[config.mk]
export PLATFORM = sky130hd
export DESIGN_NAME = mc_ctrl
export DESIGN_NICKNAME = d
export VERILOG_FILES = /design/src/rtl/mc_pkg.sv /design/src/rtl/mc_ctrl_dec.sv /design/src/rtl/mc_ctrl.sv
export SDC_FILE = /design/constraint.sdc
export NUM_CORES = 1
export LEC_CHECK = 0
export BUFFER_PORTS_ARGS = -buffer_cell sky130_fd_sc_hd__buf_2
export CAP_MARGIN = 20
export CORE_AREA = 2 2 48 50
export CTS_BUF_LIST = sky130_fd_sc_hd__clkbuf_2
export DETAILED_ROUTE_END_ITERATION = 16
export DIE_AREA = 0 0 50 52
export HOLD_SLACK_MARGIN = 0.08
export PLACE_DENSITY = 0.87
export SYNTH_ARGS = -nofsm -noshare
export SYNTH_HDL_FRONTEND = slang
export SYNTH_SLANG_ARGS = --single-unit
[constraint.sdc]
create_clock -name clk -period 2.6 [get_ports clk]
set_input_delay 0.13 -clock clk [delete_from_list [all_inputs] [get_ports clk]]
set_output_delay 0.13 -clock clk [all_outputs]
set_load 0.01 [all_outputs]
[src/rtl/mc_pkg.sv]
// Shared state encoding, instruction constants and control-word layout for
// the multi-cycle MIPS control sequencer.
package mc_pkg;

  typedef enum logic [3:0] {
    S_FETCH  = 4'd0,
    S_DECODE = 4'd1,
    S_RTYPE  = 4'd2,
    S_RWB    = 4'd3,
    S_IEXEC  = 4'd4,
    S_IWB    = 4'd5,
    S_MEMRD  = 4'd6,
    S_MRWB   = 4'd7,
    S_MEMWR  = 4'd8,
    S_BRANCH = 4'd9,
    S_JUMP   = 4'd10
  } state_t;

  localparam logic [5:0] OP_RTYPE = 6'b000000;
  localparam logic [5:0] OP_LW    = 6'b100011;
  localparam logic [5:0] OP_SW    = 6'b101011;
  localparam logic [5:0] OP_ADDI  = 6'b001000;
  localparam logic [5:0] OP_ORI   = 6'b001101;
  localparam logic [5:0] OP_LUI   = 6'b001111;
  localparam logic [5:0] OP_BEQ   = 6'b000100;
  localparam logic [5:0] OP_BNE   = 6'b000101;
  localparam logic [5:0] OP_J     = 6'b000010;

  localparam logic [5:0] FN_ADD = 6'b100000;
  localparam logic [5:0] FN_SUB = 6'b100010;
  localparam logic [5:0] FN_AND = 6'b100100;
  localparam logic [5:0] FN_OR  = 6'b100101;
  localparam logic [5:0] FN_SLT = 6'b101010;

  localparam logic [4:0] ALU_NOP = 5'd0;
  localparam logic [4:0] ALU_ADD = 5'd1;
  localparam logic [4:0] ALU_SUB = 5'd2;
  localparam logic [4:0] ALU_AND = 5'd3;
  localparam logic [4:0] ALU_OR  = 5'd4;
  localparam logic [4:0] ALU_SLT = 5'd5;
  localparam logic [4:0] ALU_LUI = 5'd6;

  localparam logic [1:0] EXT_ZERO  = 2'b00;
  localparam logic [1:0] EXT_SIGN  = 2'b01;
  localparam logic [1:0] EXT_UPPER = 2'b10;

  localparam logic [1:0] SRCB_REG    = 2'b00;
  localparam logic [1:0] SRCB_FOUR   = 2'b01;
  localparam logic [1:0] SRCB_IMM    = 2'b10;
  localparam logic [1:0] SRCB_IMM_SH = 2'b11;

  localparam logic [1:0] PCSRC_ALU    = 2'b00;
  localparam logic [1:0] PCSRC_ALUOUT = 2'b01;
  localparam logic [1:0] PCSRC_JUMP   = 2'b10;

  localparam logic [1:0] BR_NONE = 2'b00;
  localparam logic [1:0] BR_EQ   = 2'b01;
  localparam logic [1:0] BR_NE   = 2'b10;

  typedef struct packed {
    logic       pc_wr;
    logic       pc_wr_cond;
    logic [1:0] branch;
    logic [1:0] pc_src;
    logic       i_or_d;
    logic       mem_r;
    logic       mem_w;
    logic       ir_wr;
    logic       reg_w;
    logic       reg_dst;
    logic       mem2r;
    logic       alu_src_a;
    logic [1:0] alu_src_b;
    logic [4:0] alu_ctrl;
    logic [1:0] ext_op;
  } ctrl_t;

  // ALU_NOP doubles as the "unsupported funct" marker for the sequencer.
  function automatic logic [4:0] funct_alu(input logic [5:0] funct);
    case (funct)
      FN_ADD:  return ALU_ADD;
      FN_SUB:  return ALU_SUB;
      FN_AND:  return ALU_AND;
      FN_OR:   return ALU_OR;
      FN_SLT:  return ALU_SLT;
      default: return ALU_NOP;
    endcase
  endfunction

endpackage

[src/rtl/mc_ctrl_dec.sv]
// Control-word decoder: maps the current sequencer state (plus the IR fields
// and the fetch handshake) onto the datapath control signals.
module mc_ctrl_dec
  import mc_pkg::*;
(
  input  state_t     state,
  input  logic [5:0] op_code,
  input  logic [5:0] funct,
  input  logic       mem_ready,
  output ctrl_t      ctrl
);

  always_comb begin
    ctrl = '0;
    case (state)
      S_FETCH: begin
        ctrl.mem_r     = 1'b1;
        ctrl.alu_src_b = SRCB_FOUR;
        ctrl.alu_ctrl  = ALU_ADD;
        // IR load and PC+4 only commit once the instruction word is back.
        ctrl.ir_wr     = mem_ready;
        ctrl.pc_wr     = mem_ready;
        ctrl.pc_src    = PCSRC_ALU;
      end
      S_DECODE: begin
        ctrl.alu_src_b = SRCB_IMM_SH;
        ctrl.ext_op    = EXT_SIGN;
        ctrl.alu_ctrl  = ALU_ADD;
      end
      S_RTYPE: begin
        ctrl.alu_src_a = 1'b1;
        ctrl.alu_src_b = SRCB_REG;
        ctrl.alu_ctrl  = funct_alu(funct);
      end
      S_RWB: begin
        ctrl.reg_w = 1'b1;
      end
      S_IEXEC: begin
        ctrl.alu_src_a = 1'b1;
        ctrl.alu_src_b = SRCB_IMM;
        case (op_code)
          OP_ORI: begin
            ctrl.ext_op   = EXT_ZERO;
            ctrl.alu_ctrl = ALU_OR;
          end
          OP_LUI: begin
            ctrl.ext_op   = EXT_UPPER;
            ctrl.alu_ctrl = ALU_LUI;
          end
          default: begin
            ctrl.ext_op   = EXT_SIGN;
            ctrl.alu_ctrl = ALU_ADD;
          end
        endcase
      end
      S_IWB: begin
        ctrl.reg_w   = 1'b1;
        ctrl.reg_dst = 1'b1;
      end
      S_MEMRD: begin
        ctrl.mem_r  = 1'b1;
        ctrl.i_or_d = 1'b1;
      end
      S_MRWB: begin
        ctrl.reg_w   = 1'b1;
        ctrl.reg_dst = 1'b1;
        ctrl.mem2r   = 1'b1;
      end
      S_MEMWR: begin
        ctrl.mem_w  = 1'b1;
        ctrl.i_or_d = 1'b1;
      end
      S_BRANCH: begin
        ctrl.alu_src_a  = 1'b1;
        ctrl.alu_src_b  = SRCB_REG;
        ctrl.alu_ctrl   = ALU_SUB;
        ctrl.pc_wr_cond = 1'b1;
        ctrl.pc_src     = PCSRC_ALUOUT;
        ctrl.branch     = (op_code == OP_BNE) ? BR_NE : BR_EQ;
      end
      S_JUMP: begin
        ctrl.pc_wr  = 1'b1;
        ctrl.pc_src = PCSRC_JUMP;
      end
      default: ;
    endcase
  end

endmodule

[src/rtl/mc_ctrl.sv]
// Multi-cycle MIPS control sequencer: state register, memory-wait timeout
// and registered retire/error pulses around the control-word decoder.
module mc_ctrl
  import mc_pkg::*;
#(
  parameter int unsigned MEM_TIMEOUT = 15
) (
  input  logic       clk,
  input  logic       rst,
  input  logic [5:0] OpCode,
  input  logic [5:0] Funct,
  input  logic       Zero,
  input  logic       mem_ready,
  output logic       PCWr,
  output logic       PCWrCond,
  output logic [1:0] Branch,
  output logic [1:0] PCSrc,
  output logic       IorD,
  output logic       MemR,
  output logic       MemW,
  output logic       IRWr,
  output logic       RegW,
  output logic       RegDst,
  output logic       Mem2R,
  output logic       AluSrcA,
  output logic [1:0] AluSrcB,
  output logic [4:0] Aluctrl,
  output logic [1:0] EXTOp,
  output logic [3:0] state,
  output logic       instr_done,
  output logic       err
);

  localparam logic [3:0] LAST_WAIT = 4'(MEM_TIMEOUT - 1);

  state_t     state_q;
  logic [3:0] wait_cnt;
  logic       wait_state;
  logic       timeout;
  ctrl_t      ctrl;

  // Zero is consumed by the datapath's branch qualification, not here.
  wire unused_zero = &{1'b0, Zero};

  assign wait_state = (state_q == S_FETCH) || (state_q == S_MEMRD) ||
                      (state_q == S_MEMWR);
  assign timeout    = (wait_cnt == LAST_WAIT);

  always_ff @(posedge clk or posedge rst) begin
    if (rst) begin
      state_q    <= S_FETCH;
      wait_cnt   <= '0;
      instr_done <= 1'b0;
      err        <= 1'b0;
    end else begin
      instr_done <= 1'b0;
      err        <= 1'b0;
      if (wait_state && !mem_ready) begin
        // A late mem_ready on the last allowed cycle still wins over the abort.
        if (timeout) begin
          state_q  <= S_FETCH;
          wait_cnt <= '0;
          err      <= 1'b1;
        end else begin
          wait_cnt <= wait_cnt + 4'd1;
        end
      end else begin
        wait_cnt <= '0;
        case (state_q)
          S_FETCH: state_q <= S_DECODE;
          S_DECODE: begin
            case (OpCode)
              OP_RTYPE:                                state_q <= S_RTYPE;
              OP_LW, OP_SW, OP_ADDI, OP_ORI, OP_LUI:   state_q <= S_IEXEC;
              OP_BEQ, OP_BNE:                          state_q <= S_BRANCH;
              OP_J:                                    state_q <= S_JUMP;
              default: begin
                state_q <= S_FETCH;
                err     <= 1'b1;
              end
            endcase
          end
          S_RTYPE: begin
            if (funct_alu(Funct) == ALU_NOP) begin
              state_q <= S_FETCH;
              err     <= 1'b1;
            end else begin
              state_q <= S_RWB;
            end
          end
          S_IEXEC: begin
            case (OpCode)
              OP_LW:   state_q <= S_MEMRD;
              OP_SW:   state_q <= S_MEMWR;
              default: state_q <= S_IWB;
            endcase
          end
          S_MEMRD: state_q <= S_MRWB;
          S_RWB, S_IWB, S_MRWB, S_MEMWR, S_BRANCH, S_JUMP: begin
            state_q    <= S_FETCH;
            instr_done <= 1'b1;
          end
          default: state_q <= S_FETCH;
        endcase
      end
    end
  end

  mc_ctrl_dec u_dec (
    .state     (state_q),
    .op_code   (OpCode),
    .funct     (Funct),
    .mem_ready (mem_ready),
    .ctrl      (ctrl)
  );

  assign PCWr     = ctrl.pc_wr;
  assign PCWrCond = ctrl.pc_wr_cond;
  assign Branch   = ctrl.branch;
  assign PCSrc    = ctrl.pc_src;
  assign IorD     = ctrl.i_or_d;
  assign MemR     = ctrl.mem_r;
  assign MemW     = ctrl.mem_w;
  assign IRWr     = ctrl.ir_wr;
  assign RegW     = ctrl.reg_w;
  assign RegDst   = ctrl.reg_dst;
  assign Mem2R    = ctrl.mem2r;
  assign AluSrcA  = ctrl.alu_src_a;
  assign AluSrcB  = ctrl.alu_src_b;
  assign Aluctrl  = ctrl.alu_ctrl;
  assign EXTOp    = ctrl.ext_op;
  assign state    = state_q;

endmodule

# == After elaboration in Yosys (flattened, before gate mapping) ==
# Cells that the tools add are included.
# word_totals
ram_bits,0
out_inout_bits,29
latch_bits,0
wordCells,79
ff_bits,10
rom_bits,0
mem_count,0
# op_classes
muxes,33
shifts,0
eq_ne,25
reduce_logical,16
magnitude_cmp,0
n_bitwise,0
div_mod_pow,0
addsub,1
n_mul,0
# op_table
cell,count
$eq 6x6->1 const B,7
$pmux 7 s5,1
$pmux 4 s5,1
$eq 6x4->1 const B,3
$eq 4x3->1 const B,4
$eq 4x4->1 const B,4
$mux 4,4
$pmux 4 s4,1
$pmux 3 s5,1
$mux 1,14
$eq 6x3->1 const B,2
$mux 5,2
$pmux 5 s2,1
$reduce_or 9->1,1
$eq 4x2->1 const B,2
$pmux 2 s2,2
$pmux 4 s2,1
$reduce_or 2->1,4
$eq 6x2->1 const B,1
$logic_not 6->1,1
$reduce_or 3->1,2
$reduce_or 6->1,1
$logic_not 5->1,1
$reduce_or 5->1,1
10 further kinds,13

# == Depth between registers and ports, before layout ==
# Gate-level depths: netlist of the first run.
# depth
ltp_word,9
depth_mapped,6

# == Cells and area by module ==
# From an unflattened synthesis of the first run, not the netlist that was laid out.
# unflattened
hier_cells,139
hier_area_um2,1076.0
# by_module_without_submodules
mod,instances,cells_each,seq_area_each_um2,area_per_inst_um2
mc_ctrl,1,81,250.2,698.2
mc_ctrl_dec,1,58,0.0,377.9

# == Worst setup path after synthesis of the first run ==
# OpenSTA, ideal clock, no wires.
# synth_path
kind,reg2out
from,"register state_q[1], in the netlist state[1]"
to,output Branch[0]
stages_incl_launch_ff,6
arrival_time_ps,1506
n_path_buf,1
setup_slack_ps,964
t_required_ps,2470
path_cell_list,dfrtp_1 buf_6 inv_2 nand2_1 nor3b_2 a21boi_0
# synth_between
elab_chain_len,2
# synth_rtl
item,line,text
start: declaration,mc_ctrl.sv:36,state_t state_q;
start signal: assignment,mc_ctrl.sv:51,state_q <= S_FETCH;
start signal: assignment,mc_ctrl.sv:61,state_q <= S_FETCH;
start signal: assignment,mc_ctrl.sv:70,S_FETCH: state_q <= S_DECODE;
$eq 4x4->1,mc_ctrl_dec.sv:15,case (state)
$mux 3,mc_ctrl_dec.sv:15,
end: declaration,mc_ctrl.sv:16,"output logic [1:0] Branch,"
# No other way between the ends.

# == Final worst setup path of the first run ==
# layout_path
from,"register state_q[2], in the netlist state[2]"
to,output Aluctrl[1]
# layout_between
elab_chain_len,2
word_cells_on_any_way,6
# layout_rtl
item,line,text
$eq 4x4->1 (tied with other cells),mc_ctrl_dec.sv:15,
$pmux 7 s5 *,mc_ctrl_dec.sv:15,
end: declaration,mc_ctrl.sv:27,"output logic [4:0] Aluctrl,"
# Mark *: on every way between the ends. The rest lies on a longest branch, timed or not.

==> out/qor.yml, run 1 <==
grt_usage_pct: 20.83
syn_area_mm2: 0.001060
place_area_mm2: 0.001244
ff2ff_setup_slack_ns: 0.67
crit_chain: "nor4b_2 > and3_1 > and2_1 > a311o_1 > buf_2"
ant_nets: 0
slew-limit-headroom_pct: 45.88
initialDrtViolationCount: 17
critPathTopFamily: "flip-flops"
synth-edff-count: 0
setup_ws_ns: 0.3485
dieArea_mm2: 0.002600
p_leak_nw: 0.6536
cts_resized: 0
startpoint_type: "register"
path_max_fanout: 23
dr_total_vias: 1106
grt_first_pass_wirelength_um: 4222
crit_type: "register to output pin"
clk_path_buf_depth: 2
netlist.area_leader.share_pct: 23.61
core-area_mm2: 0.002106
vdd_ir_drop_max_uv: 430.8
drive_gt1_share_pct: 33.54
layout_worst_path_cycle_share_pct: 86.60
cp.arrival_ns: 2.12
hold_path_class: "primary input to register"
final-hold-violation-count: 0
period_minus_slack_ns: 2.252
start_util_pct: 50.33
hpwl_um: 1910
ys.flop_type: "dfrtp_1"
row_count: 17
grt_pass1_vias: 1049
maxCapViolCount: 0
design_area_mm2: 0.001269
p_int_uw: 487.5
final_core_util_pct: 60.25
grt-ovfl-total: 0
ys_warn_count: 0
synth_area_per_cell_um2: 8.411
setup_tns_ns: 0
total_power_uw: 959.9
ioPinCount: 45
setup_viol: 0
p_per_area_mw_per_mm2: 756.6
n_antenna_cell: 0
die_w_um: 50
cts.clk_slew.worst_paths_ns: 0.09
worst_path_largest_cell_delay_ns: 0.88
cts_buffers: 3
hp-start: "OpCode[3]"
cpMaxStageDelayCell: "dfrtp_1"
finalWirelength_um: 2515
cts.sinks: 10
path_buf_inv: 1
synth_top_area_cell: "dfrtp_1"
synth_cell_types: 50
max_freq_mhz: 444.1
synth.most_common_cell: "nor2_1"
drv_slew: 0
grt_start_max_net_pins: 24
routed_via_density: 5.760
dp_slack_ns: 0.6377
p_clk_share_pct: 8.2
post_drt_wl_per_cell_um: 13.10
cts_tree: "done"
final_nets: 184
area_growth_pct: 19.72
rr_endpoint: "state[2]"
p_comb_share_pct: 58.0
cts_max_level: 1
p_sw_uw: 472.3
syn-instance-count: 126
clock_latency_ns: 0.25
swShare_pct: 49.21
ys_seq_elements: 10
seqPwrFrac_pct: 33.8
hold-path-endpoint: "state[3]"
ctsHoldBuffers: 1
ff2ff_path_depth: 4
rsz0062_at_grt: "no"
synthTopCellsByArea: "dfrtp_1, nor2_1, and3_1, nand2_1, nor4b_2"
routabilityCongestion: 0.8853
status: "finished clean"
async_reset_ff_share_pct: 100.0
die_y_um: 52
root_buffer: "clkbuf_2"
netlist_top_cells_count: "nor2_1, dfrtp_1, nand2_1"
numPortBuffers: 41
yosysSeqAreaShare_pct: 23.61
hold_depth: 3
cts_setup_buffers: 0
worstMarginPinSlew_ns: 0.8117
crit_path_end_kind: "output pin"
dr.pass1.iters: 4
antenna_found_initial: 0
r2r_start: "state[2]"
required_ns: 2.47
fin_skew_ns: 0.003822
drc: 0
layout by cell type (no fill, tap or decap), drive strengths merged, types with 2 or more instances in the layout:
| cell | count |
|---|---|
| buf | 41 |
| nor2 | 17 |
| nand2 | 10 |
| dfrtp | 10 |
| and3 | 7 |
| o21ai | 5 |
| inv | 5 |
| nor4b | 5 |
| nor2b | 4 |
| nand3 | 4 |
| nor3 | 4 |
| a21oi | 3 |
| and2 | 3 |
| a31oi | 3 |
| clkbuf | 3 |
| and3b | 2 |
| nand2b | 2 |
| a311o | 2 |
| a21boi | 2 |
| xor2 | 2 |
| o22ai | 2 |
| nand4 | 2 |
| ha | 2 |
| conb | 2 |
| or2 | 2 |
| nand3b | 2 |
| a211oi | 2 |
| nor3b | 2 |
power groups by stage:
| stage | combinational (mW) | sequential [mW] | clock, mW |
|---|---|---|---|
| after floorplan | 0.471 | 0.250 | 0 |
| after global placement | 0.538 | 0.317 | 0 |
| after detailed placement | 0.552 | 0.325 | 0 |
| after CTS | 0.557 | 0.321 | 0.0816 |
| after global routing | 0.615 | 0.339 | 0.0919 |
| final | 0.557 | 0.324 | 0.0791 |
worst min-delay path, delay by kind of cell:
family          cells  cell delay (ns)
simple gates        1             0.08
buf+inv             1             0.13
compound gates      1             0.09
worst max path at each step:
stage / start / end / slack, ns / cells after the start
after floorplan: state[1] / Branch[0] / 0.96 / 5
after global placement: state[2] / Aluctrl[1] / 0.69 / 5
after detailed placement: state[2] / Aluctrl[1] / 0.64 / 5
after CTS: state[2] / Aluctrl[1] / 0.35 / 5
after global routing: state[2] / Aluctrl[1] / 0.17 / 5
final: state[2] / Aluctrl[1] / 0.35 / 5
cells by family (layout without fill, tap and decap cells):
group / after synthesis / count (layout) / synth area share [%]
fa+ha+maj: 2 / 2 / 2.361
xor+xnor: 3 / 3 / 2.480
simple gates: 69 / 69 / 41.32
mux: 1 / 1 / 0.9445
other cells: 1 / 2 / 0.3539
compound gates: 27 / 27 / 21.49
buf+inv: 13 / 50 / 7.437
flops: 10 / 10 / 23.61
layout make-up:
class / count / area [um2]
inverters: 5 / 18.77
clock buffers: 3 / 15.01
flip-flops and latches: 10 / 250.2
multi-input cells: 104 / 734.5
well taps: 28 / 35.03
fillers: 188 / 837.1
repair buffers: 42 / 215.2
per-stage QoR:
stage | hold WS, ns | cells
2_1_floorplan | -0.02982 | 127
3_3_place_gp | 0.1043 | 188
3_5_place_dp | 0.1108 | 188
4_1_cts | 0.2158 | 192
5_1_grt | 0.2193 | 192
6_report | 0.2263 | 192
metal layers:
| layer | routed length (um) | track usage [%] |
|---|---|---|
| met5 | 0 | 0 |
| met4 | 55 | 11.57 |
| met3 | 112 | 2.011 |
| met2 | 1316 | 39.04 |
| met1 | 1032 | 22.84 |
state kept, by name, indices dropped and copies added, names as in the netlist:
register and flops:
state 4, wait_cnt 4, err 1, instr_done 1
Power figures use the tool's default switching activity.
==> run 2: changes to the inputs <==
==> config.mk (replaced) <==
export PLATFORM = sky130hd
export DESIGN_NAME = mc_ctrl
export DESIGN_NICKNAME = d
export VERILOG_FILES = /design/src/rtl/mc_pkg.sv /design/src/rtl/mc_ctrl_dec.sv /design/src/rtl/mc_ctrl.sv
export SDC_FILE = /design/constraint.sdc
export NUM_CORES = 1
export LEC_CHECK = 0
export CAP_MARGIN = 20
export CORE_AREA = 2 2 45 47
export CTS_BUF_LIST = sky130_fd_sc_hd__clkbuf_2
export DETAILED_ROUTE_END_ITERATION = 16
export DIE_AREA = 0 0 47 49
export DONT_BUFFER_PORTS = 1
export HOLD_SLACK_MARGIN = 0.08
export PLACE_DENSITY = 0.76
export SYNTH_ARGS = -nofsm -noshare
export SYNTH_HDL_FRONTEND = slang
export SYNTH_SLANG_ARGS = --single-unit
==> out/qor.yml, run 2 (synthesis gave the netlist of run 1 again) <==
fillCellCount: 188
p_leak_nw: 0.4847
grt_pass1_vias: 893
drive_gt1_share_pct: 13.28
start_util_pct: 57.54
setup_viol: 0
cts_setup_buffers: 0
p_clk_share_pct: 9.6
numPortBuffers: 0
die_y_um: 49
ioPinCount: 45
cp.arrival_ns: 1.99
cts_buffers: 3
final_nets: 147
drc: 0
grt_usage_pct: 22.92
final_common_cell: "nor2_1"
p_sw_uw: 436.0
p_int_uw: 428.4
die_w_um: 47
dr_total_vias: 934
hold_path_class: "primary input to register"
dr.pass1.iters: 4
final-hold-violation-count: 0
seqPwrFrac_pct: 33.9
n_antenna_cell: 0
gr-usage-met3_pct: 5.926
startpoint_type: "register"
grt_first_pass_wirelength_um: 3974
finalWirelength_um: 2231
cts.sinks: 10
post_drt_wl_per_cell_um: 14.39
hpwl_um: 1747
grt_start_max_net_pins: 15
area_growth_pct: 3.660
regArea_um2: 250.2
swShare_pct: 50.44
cts_tree: "done"
core-area_mm2: 0.001842
grt_use_met1_pct: 31.81
row_count: 16
p_comb_share_pct: 56.5
period_minus_slack_ns: 2.124
multi_input_area_um2: 734.5
routabilityCongestion: 0.9071
required_ns: 2.47
rsz0062_at_grt: "no"
grt_use_met2_pct: 34.25
fin_skew_ns: 0.01137
ant_nets: 0
final_cell_mix: "nor2_1, nand2_1, dfrtp_1, and3_1, o21ai_0"
vdd_ir_drop_max_uv: 310.8
maxCapViolCount: 0
layout_worst_path_cycle_share_pct: 81.68
routed_via_density: 6.026
grt-ovfl-total: 0
drv_slew: 0
dieArea_mm2: 0.002303
crit_type: "register to output pin"
crit_path_end_kind: "output pin"
clk_path_buf_depth: 2
ctsHoldBuffers: 2
worstMarginPinSlew_ns: 0.6097
initialDrtViolationCount: 12
cts_max_level: 1
setup_tns_ns: 0
status: "finished clean"
p_per_area_mw_per_mm2: 786.9
antenna_found_initial: 0
path_max_fanout: 14
cts.clk_slew.worst_paths_ns: 0.10
place_area_mm2: 0.001060
design_area_mm2: 0.001099
clock_latency_ns: 0.25
cts_resized: 0
slew-limit-headroom_pct: 59.36
top_usage_layer: "met2"
max_freq_mhz: 470.9
root_buffer: "clkbuf_2"
run 2: changes by cell type in the layout (fill, tap and decap cells not counted), sizes merged:
cell / change
buf: -38
clkinv: +1
dlygate4sd3: +1
run 2: area by class of cell:
type,count,area share [%]
Tap cell,27,3.075
Timing Repair Buffer,5,3.872
Sequential cell,10,22.78
Clock buffer,3,1.367
Clock inverter,1,0.3417
Inverter,5,1.708
Multi-Input combinational cell,104,66.86
run 2: path summary, 6_finish.rpt:
kind	startpoint	to	slack (ns)	cells past startpoint
max	state[1]	Branch[0]	0.48	4
min	mem_ready	state[3]	0.11	3
max reg2reg	state[2]	state[0]	0.81	4
min reg2reg	wait_cnt[0]	wait_cnt[0]	0.49	1
max in group asynchronous	rst	err	2.05	2
min in group asynchronous	rst	wait_cnt[2]	0.28	2
run 2: metal layers:
layer	vias to the layer above	routed length [um]
met5	-	0
met1	434	1005
li1	459	-
met2	37	1049
met4	0	27
met3	4	148
run 2: through the flow:
step	worst slack, ns	total power [mW]	utilization, %	std cells	hold WS, ns
2_1_floorplan	0.9643	0.7206	-	127	-0.02982
3_3_place_gp	0.7497	0.7732	57.54	149	0.006002
3_5_place_dp	0.7587	0.7864	57.54	149	0.01129
4_1_cts	0.4661	0.8713	59.65	155	0.09549
5_1_grt	0.3299	0.9433	59.65	155	0.1005
6_report	0.4764	0.8644	59.65	155	0.1064
run 2: worst max-delay path, cell delays in order (launching register included):
cell and delay (ns):
dfrtp_1 0.62, inv_2 0.18, nand2_1 0.13, nor3b_2 0.43, a21boi_0 0.39
run 2: power groups by stage:
stage | logic (mW) | registers (mW) | clock network [mW]
CTS | 0.492 | 0.294 | 0.0855
global route | 0.543 | 0.306 | 0.0948
finish | 0.488 | 0.293 | 0.0830
global placement | 0.477 | 0.296 | 0
detailed placement | 0.488 | 0.299 | 0
floorplan | 0.471 | 0.250 | 0
